<file path="src/rtl/rv32i_pipe_ctrl_if.sv">
// Control bundle between the RV32I pipeline datapath and its hazard/sequencing controller.
// The master side is the datapath; the slave side is rv32i_pipe_ctrl.
interface rv32i_pipe_ctrl_if #(
    parameter int CNT_W = 32
);
    logic [31:0]      id_iw;
    logic [31:0]      ex_iw;
    logic             jump_taken;
    logic             mem_busy;
    logic             resume;
    logic             pc_hold;
    logic             ifid_hold;
    logic             ifid_flush;
    logic             idex_bubble;
    logic             freeze;
    logic             halted;
    logic [2:0]       state_out;
    logic [CNT_W-1:0] load_stall_cnt;
    logic [CNT_W-1:0] flush_cnt;

    modport master (
        output id_iw, ex_iw, jump_taken, mem_busy, resume,
        input  pc_hold, ifid_hold, ifid_flush, idex_bubble, freeze, halted,
        input  state_out, load_stall_cnt, flush_cnt
    );

    modport slave (
        input  id_iw, ex_iw, jump_taken, mem_busy, resume,
        output pc_hold, ifid_hold, ifid_flush, idex_bubble, freeze, halted,
        output state_out, load_stall_cnt, flush_cnt
    );
endinterface

</file>
<file path="src/rtl/rv32i_pipe_ctrl.sv">
// Hazard and sequencing controller for the 5-stage RV32I pipeline (load-use bubble, jump flush,
// memory freeze, EBREAK park). Define PIPE_PERF_CNT_EN to build the stall/flush performance counters.
module rv32i_pipe_ctrl #(
    parameter int FLUSH_CYCLES = 1,
    parameter int CNT_W        = 32
) (
    input  logic          clk,
    input  logic          reset,
    rv32i_pipe_ctrl_if.slave bus
);
    localparam logic [2:0] ST_RUN    = 3'd0;
    localparam logic [2:0] ST_LSTALL = 3'd1;
    localparam logic [2:0] ST_FLUSH  = 3'd2;
    localparam logic [2:0] ST_HALT   = 3'd3;

    localparam logic [6:0] OP_LOAD   = 7'b0000011;
    localparam logic [6:0] OP_LUI    = 7'b0110111;
    localparam logic [6:0] OP_AUIPC  = 7'b0010111;
    localparam logic [6:0] OP_JAL    = 7'b1101111;
    localparam logic [6:0] OP_BRANCH = 7'b1100011;
    localparam logic [6:0] OP_STORE  = 7'b0100011;
    localparam logic [6:0] OP_OP     = 7'b0110011;
    localparam logic [31:0] EBREAK_IW = 32'h0010_0073;

    localparam logic [2:0] FLUSH_LOAD  = 3'(FLUSH_CYCLES - 1);
    localparam bit         FLUSH_MULTI = (FLUSH_CYCLES > 1);

    logic [6:0] id_op_s;
    logic [6:0] ex_op_s;
    logic [4:0] ex_rd_s;
    logic       ex_load_s;
    logic       uses_rs1_s;
    logic       uses_rs2_s;
    logic       load_use_s;
    logic       ebreak_s;

    logic [2:0] state_r;
    logic [2:0] state_next_s;
    logic [2:0] flush_left_r;
    logic [2:0] flush_left_next_s;

    logic pc_hold_s;
    logic ifid_hold_s;
    logic ifid_flush_s;
    logic idex_bubble_s;
    logic freeze_s;
    logic halted_s;

    assign id_op_s = bus.id_iw[6:0];
    assign ex_op_s = bus.ex_iw[6:0];
    assign ex_rd_s = bus.ex_iw[11:7];

    assign ex_load_s  = (ex_op_s == OP_LOAD) && (ex_rd_s != 5'd0);
    assign uses_rs1_s = !((id_op_s == OP_LUI) || (id_op_s == OP_AUIPC) || (id_op_s == OP_JAL));
    assign uses_rs2_s = (id_op_s == OP_BRANCH) || (id_op_s == OP_STORE) || (id_op_s == OP_OP);
    assign load_use_s = ex_load_s &&
                        ((uses_rs1_s && (bus.id_iw[19:15] == ex_rd_s)) ||
                         (uses_rs2_s && (bus.id_iw[24:20] == ex_rd_s)));
    assign ebreak_s   = (bus.id_iw == EBREAK_IW);

    // Mealy control decode and next-state selection; priority reset > mem_busy > state actions
    always_comb begin
        pc_hold_s         = 1'b0;
        ifid_hold_s       = 1'b0;
        ifid_flush_s      = 1'b0;
        idex_bubble_s     = 1'b0;
        freeze_s          = 1'b0;
        halted_s          = 1'b0;
        state_next_s      = state_r;
        flush_left_next_s = flush_left_r;
        if (reset) begin
            state_next_s      = ST_RUN;
            flush_left_next_s = 3'd0;
        end else if (bus.mem_busy) begin
            freeze_s = 1'b1;
        end else begin
            case (state_r)
                ST_RUN, ST_LSTALL: begin
                    // In LSTALL the bubble sits in EX, so the old load no longer creates a hazard
                    if (load_use_s && (state_r == ST_RUN)) begin
                        pc_hold_s     = 1'b1;
                        ifid_hold_s   = 1'b1;
                        idex_bubble_s = 1'b1;
                        state_next_s  = ST_LSTALL;
                    end else if (ebreak_s) begin
                        pc_hold_s     = 1'b1;
                        ifid_hold_s   = 1'b1;
                        idex_bubble_s = 1'b1;
                        state_next_s  = ST_HALT;
                    end else if (bus.jump_taken) begin
                        ifid_flush_s      = 1'b1;
                        flush_left_next_s = FLUSH_LOAD;
                        state_next_s      = FLUSH_MULTI ? ST_FLUSH : ST_RUN;
                    end else begin
                        state_next_s = ST_RUN;
                    end
                end
                ST_FLUSH: begin
                    ifid_flush_s = 1'b1;
                    if (flush_left_r <= 3'd1) begin
                        flush_left_next_s = 3'd0;
                        state_next_s      = ST_RUN;
                    end else begin
                        flush_left_next_s = flush_left_r - 3'd1;
                        state_next_s      = ST_FLUSH;
                    end
                end
                ST_HALT: begin
                    if (bus.resume) begin
                        ifid_flush_s  = 1'b1;
                        idex_bubble_s = 1'b1;
                        state_next_s  = ST_RUN;
                    end else begin
                        halted_s      = 1'b1;
                        pc_hold_s     = 1'b1;
                        ifid_hold_s   = 1'b1;
                        idex_bubble_s = 1'b1;
                        state_next_s  = ST_HALT;
                    end
                end
                default: begin
                    state_next_s      = ST_RUN;
                    flush_left_next_s = 3'd0;
                end
            endcase
        end
    end

    // State and remaining-flush registers
    always_ff @(posedge clk) begin
        if (reset) begin
            state_r      <= ST_RUN;
            flush_left_r <= 3'd0;
        end else begin
            state_r      <= state_next_s;
            flush_left_r <= flush_left_next_s;
        end
    end

    assign bus.pc_hold     = pc_hold_s;
    assign bus.ifid_hold   = ifid_hold_s;
    assign bus.ifid_flush  = ifid_flush_s;
    assign bus.idex_bubble = idex_bubble_s;
    assign bus.freeze      = freeze_s;
    assign bus.halted      = halted_s;
    assign bus.state_out   = reset ? 3'd0 : state_r;

`ifdef PIPE_PERF_CNT_EN
    localparam logic [CNT_W-1:0] CNT_ONE = CNT_W'(1);

    logic [CNT_W-1:0] stall_cnt_r;
    logic [CNT_W-1:0] flush_cnt_r;
    logic             stall_evt_s;

    assign stall_evt_s = (state_r == ST_RUN) && !bus.mem_busy && load_use_s;

    // Free-running wrap-around event counters
    always_ff @(posedge clk) begin
        if (reset) begin
            stall_cnt_r <= {CNT_W{1'b0}};
            flush_cnt_r <= {CNT_W{1'b0}};
        end else begin
            if (stall_evt_s) begin
                stall_cnt_r <= stall_cnt_r + CNT_ONE;
            end else begin
                stall_cnt_r <= stall_cnt_r;
            end
            if (ifid_flush_s) begin
                flush_cnt_r <= flush_cnt_r + CNT_ONE;
            end else begin
                flush_cnt_r <= flush_cnt_r;
            end
        end
    end

    assign bus.load_stall_cnt = reset ? {CNT_W{1'b0}} : stall_cnt_r;
    assign bus.flush_cnt      = reset ? {CNT_W{1'b0}} : flush_cnt_r;
`else
    assign bus.load_stall_cnt = {CNT_W{1'b0}};
    assign bus.flush_cnt      = {CNT_W{1'b0}};
`endif

endmodule

</file>
<file path="src/flat_wrapper.sv">
// flat-port wrapper written by rule: the top's interface ports become plain ports
module rv32i_pipe_ctrl_flat 
#(
    parameter int FLUSH_CYCLES = 1,
    parameter int CNT_W        = 32
)
  (clk, reset, bus_id_iw, bus_ex_iw, bus_jump_taken, bus_mem_busy, bus_resume, bus_pc_hold, bus_ifid_hold, bus_ifid_flush, bus_idex_bubble, bus_freeze, bus_halted, bus_state_out, bus_load_stall_cnt, bus_flush_cnt);
  rv32i_pipe_ctrl_if #(.CNT_W(CNT_W)) bus_i ();
  input  logic clk;
  input  logic reset;
  input wire logic [$bits(bus_i.id_iw)-1:0] bus_id_iw;
  input wire logic [$bits(bus_i.ex_iw)-1:0] bus_ex_iw;
  input wire logic [$bits(bus_i.jump_taken)-1:0] bus_jump_taken;
  input wire logic [$bits(bus_i.mem_busy)-1:0] bus_mem_busy;
  input wire logic [$bits(bus_i.resume)-1:0] bus_resume;
  output wire logic [$bits(bus_i.pc_hold)-1:0] bus_pc_hold;
  output wire logic [$bits(bus_i.ifid_hold)-1:0] bus_ifid_hold;
  output wire logic [$bits(bus_i.ifid_flush)-1:0] bus_ifid_flush;
  output wire logic [$bits(bus_i.idex_bubble)-1:0] bus_idex_bubble;
  output wire logic [$bits(bus_i.freeze)-1:0] bus_freeze;
  output wire logic [$bits(bus_i.halted)-1:0] bus_halted;
  output wire logic [$bits(bus_i.state_out)-1:0] bus_state_out;
  output wire logic [$bits(bus_i.load_stall_cnt)-1:0] bus_load_stall_cnt;
  output wire logic [$bits(bus_i.flush_cnt)-1:0] bus_flush_cnt;
  assign bus_i.id_iw = bus_id_iw;
  assign bus_i.ex_iw = bus_ex_iw;
  assign bus_i.jump_taken = bus_jump_taken;
  assign bus_i.mem_busy = bus_mem_busy;
  assign bus_i.resume = bus_resume;
  assign bus_pc_hold = bus_i.pc_hold;
  assign bus_ifid_hold = bus_i.ifid_hold;
  assign bus_ifid_flush = bus_i.ifid_flush;
  assign bus_idex_bubble = bus_i.idex_bubble;
  assign bus_freeze = bus_i.freeze;
  assign bus_halted = bus_i.halted;
  assign bus_state_out = bus_i.state_out;
  assign bus_load_stall_cnt = bus_i.load_stall_cnt;
  assign bus_flush_cnt = bus_i.flush_cnt;
  rv32i_pipe_ctrl #(.FLUSH_CYCLES(FLUSH_CYCLES), .CNT_W(CNT_W)) u_core (.clk(clk), .reset(reset), .bus(bus_i));
endmodule
</file>
<file path="config.mk">
export PLATFORM = sky130hd
export DESIGN_NAME = rv32i_pipe_ctrl_flat
export DESIGN_NICKNAME = d
export VERILOG_FILES = /design/src/rtl/rv32i_pipe_ctrl_if.sv /design/src/rtl/rv32i_pipe_ctrl.sv /design/src/flat_wrapper.sv
export SDC_FILE = /design/constraint.sdc
export NUM_CORES = 1
export LEC_CHECK = 0
export CAP_MARGIN = 5
export CORE_ASPECT_RATIO = 1.4
export CORE_MARGIN = 4
export CORE_UTILIZATION = 25
export CTS_CLUSTER_DIAMETER = 120
export DETAILED_ROUTE_END_ITERATION = 8
export PLACE_DENSITY_LB_ADDON = 0.15
export SKIP_CTS_REPAIR_TIMING = 1
export SLEW_MARGIN = 25
export SYNTH_ARGS = -nofsm -noshare
export SYNTH_HDL_FRONTEND = slang
export SYNTH_SLANG_ARGS = --single-unit
</file>
<file path="constraint.sdc">
create_clock -name clk -period 4.2 [get_ports clk]
set_input_delay 0.63 -clock clk [delete_from_list [all_inputs] [get_ports clk]]
set_output_delay 0.63 -clock clk [all_outputs]
set_load 0.02 [all_outputs]
</file>
==> results.md <==
- Final Wtd Congestion: 0.743
- Class of the tightest hold or removal check: flip-flop to flip-flop
- Post-layout min period: 3.81 ns
- Reg2reg end: u_core.flush_left_r[0]
- Global-route wire length before repair: 4510 um
- Area of the core: 4310 um2
- Number of vias after detailed routing: 1032
- Fraction of synthesis flops using an asynchronous set or reset pin: 0%
- Number of flip-flops and latches in the synthesized netlist: 5
- CTS H-tree lvls: 1
- Post-detailed-route wirelength per cell: 12.0 um
- Top_reg_cell synth: sky130_fd_sc_hd__dfxtp_1
- Total global-route track usage: 10.1%
- CP Data Arrival Time: 3.18 ns
- Worst VDD drop: 0.000158 V
- Register-to-register setup slack: 2.46 ns
- Startpoint of the tightest hold check path: u_core.flush_left_r[2]
- Synth Warn #: 0
- Post-synthesis cell area: 1140 um2
- Total wire length: 3190 um
- Initial core utilization: 26.4%
- Clock tree from TritonCTS: built
- Area growth syn-to-layout: 37.1%
- Hold path cells: 2
- Critical path launch point type: primary input
- DRT iter0 DRCs: 17
- Antenna violations before repair: 0
- IO Port Bufs: 56
- Via count of the first global-routing pass: 965
- Combinational fraction of design power: 48.9%
- Sequential area share after synthesis: 8.81%
- Final core occ: 36.1%
- Unrepaired setup endpoints after global routing: no
- I/O pin cnt: 142
- Clock skew: 0.00291 ns
- Clock slew at the register clock pins of the worst setup and hold paths: 0.04 ns
- Clock latency reported for the late side of the worst-skew pair: 0.23 ns
- Sequential cell fraction of total power: 18.1%
- Required time of the critical path: 3.57 ns
- Clock network fraction of total power: 33.0%
- Die area: 5700 um2
- Number of CTS-inserted buffers: 3
- Endpoint of the worst hold path: u_core.flush_left_r[2]
- Critical path fanouts, max: 4
- Layout cells sized above 1: 5.37%
- Residual DRC count: 0
- Antenna cells: 0
- Total global routing overflow: 0
- Maximum clock path buffer count: 2
- Ratio of routed vias to standard cells: 3.89
- Floorplan row count: 28
- Cell variety after synth: 38
- Max frequency: 0.263 GHz
- Slew of the pin with the lowest slew margin: 0.508 ns
- Fraction of the cycle the final worst path needs: 90.7%
- Final HPWL from detailed placement: 2760 um
- Pin count of the biggest net entering global routing: 14
- Detail Route Antenna Nets: 0
- Number of max-cap violations: 0
- Total power divided by cell area: 178 nW/um2
- Sum Neg Setup Slack: 0 ns
- Startpoint of the worst register-to-register path: u_core.flush_left_r[1]
- Worst slew margin: 66.0%
- Post-layout nets: 277
- Number of pins exceeding their max-slew limit in the final report: 0
- Number of hold violations in the final report: 0
- Classification of the worst setup path: primary input to output pin
- Number of instances in the synthesized netlist: 148
- Number of sinks handled by clock tree synthesis: 5
- Die Width: 65.0 um
- Avg Inst Size Synth: 7.68 um2
- Buffer cell driving the clock tree root: sky130_fd_sc_hd__clkbuf_8
- Depth of the most critical reg-to-reg path: 7
- Number of optimization iterations in the first detailed-route pass: 2
- Floorplan die height: 87.8 um
- Proportion of total power due to net switching: 39.3%
- Switching power: 109 uW
- Count of flip-flops with a built-in enable after synthesis: 0
- Total setup violations reported at the end of the flow: 0
- Cell internal power dissipation: 168 uW
- Leakage power: 0.000643 uW
- Type of element capturing the critical path: output pin
- Outcome: finished, final reports clean
-- kinds of logic after synthesis --
logic type,count (synthesis),synth area share (%)
AOI/OAI and AO/OA,16,11.8
xor gates and xnor gates,10,7.71
adders and majority gates,2,2.20
buffers and inverters,72,45.6
DFF,5,8.81
muxes,2,2.20
other,1,0.330
and+or+nand+nor,40,21.4
-- cells in the final DEF, fill, tap and decap left out, drive strengths merged, types with 2 or more instances in the layout --
cell type / n
nor3: 3
nor2: 10
a2111oi: 2
xnor2: 7
a21oi: 4
inv: 5
nor4: 8
conb: 65
nand4: 4
ha: 2
nand2: 4
nand3: 3
xor2: 3
clkbuf: 4
dfxtp: 5
clkdlybuf4s50: 56
a311oi: 3
-- synthesized netlist by cell type (all sizes together) (2+ instances only) --
library cell | count | area [um2]
ha | 2 | 25.0
xnor2 | 7 | 61.3
dfxtp | 5 | 100
nand2 | 4 | 15.0
buf | 67 | 499
nor3 | 3 | 15.0
nand4 | 4 | 25.0
nor4 | 8 | 71.3
nor2 | 10 | 37.5
a21oi | 4 | 20.0
a2111oi | 2 | 25.0
nand3 | 3 | 15.0
xor2 | 3 | 26.3
a311oi | 3 | 26.3
inv | 5 | 18.8
-- how the worst max path moves through the flow --
stage	slack [ns]	cells past startpoint	startpoint	endpoint
2_1_floorplan	1.19	6	bus_id_iw[10]	bus_pc_hold
3_3_place_gp	0.34	7	bus_id_iw[23]	bus_pc_hold
3_5_place_dp	0.32	7	bus_id_iw[24]	bus_pc_hold
4_1_cts	0.32	7	bus_id_iw[24]	bus_pc_hold
5_1_grt	0.20	7	bus_id_iw[23]	bus_pc_hold
6_report	0.39	7	bus_id_iw[24]	bus_pc_hold
-- critical path: stages --
cell and delay (ns):
sky130_fd_sc_hd__clkdlybuf4s50_1 0.45, sky130_fd_sc_hd__nor4_1 0.30, sky130_fd_sc_hd__nand4_1 0.22, sky130_fd_sc_hd__nor4_4 0.34, sky130_fd_sc_hd__a21oi_1 0.17, sky130_fd_sc_hd__a211oi_1 0.38
sky130_fd_sc_hd__clkdlybuf4s50_1 0.70
-- registers in the layout, indices dropped and copies added (netlist names) --
register,cells
u_core.flush_left_r,3
u_core.state_r,2
-- power by group through the flow --
stage	clock network (uW)	registers, uW	logic [uW]
final	91.6	50.1	136
after global routing	98.0	50.4	145
after CTS	95.1	50.2	134
after detailed placement	0	50.9	134
after global placement	0	50.9	134
after floorplan	0	50.4	121
-- stage by stage --
| step | setup WS (ns) | area, um2 | hold slack (ns) | power (uW) | instances |
|---|---|---|---|---|---|
| after CTS | 0.323 | 1560 | 0.530 | 280 | 265 |
| after floorplan | 1.19 | 1380 | 0.488 | 171 | 212 |
| final | 0.392 | 1560 | 0.527 | 277 | 265 |
| after global placement | 0.345 | 1510 | 0.521 | 185 | 261 |
| after global routing | 0.201 | 1560 | 0.553 | 294 | 265 |
| after detailed placement | 0.320 | 1510 | 0.525 | 185 | 261 |
-- cell type report --
cell class | instances | area, um2
fillers | 491 | 2750
multi-input cells | 135 | 758
repair buffers | 56 | 561
flip-flops and latches | 5 | 100
well taps | 60 | 75.1
clock buffers | 4 | 45.0
inverters | 5 | 18.8
-- metal layers --
layer	wire length [um]	GRT usage, %	vias up	share of wire [%]
met5	0	0	-	0
li1	-	-	494	-
met1	1110	11.3	447	35
met4	77	5.96	0	2.4
met2	1480	16.6	83	47
met3	512	3.34	8	16
Note: power is estimated with default switching activity, not from simulation.
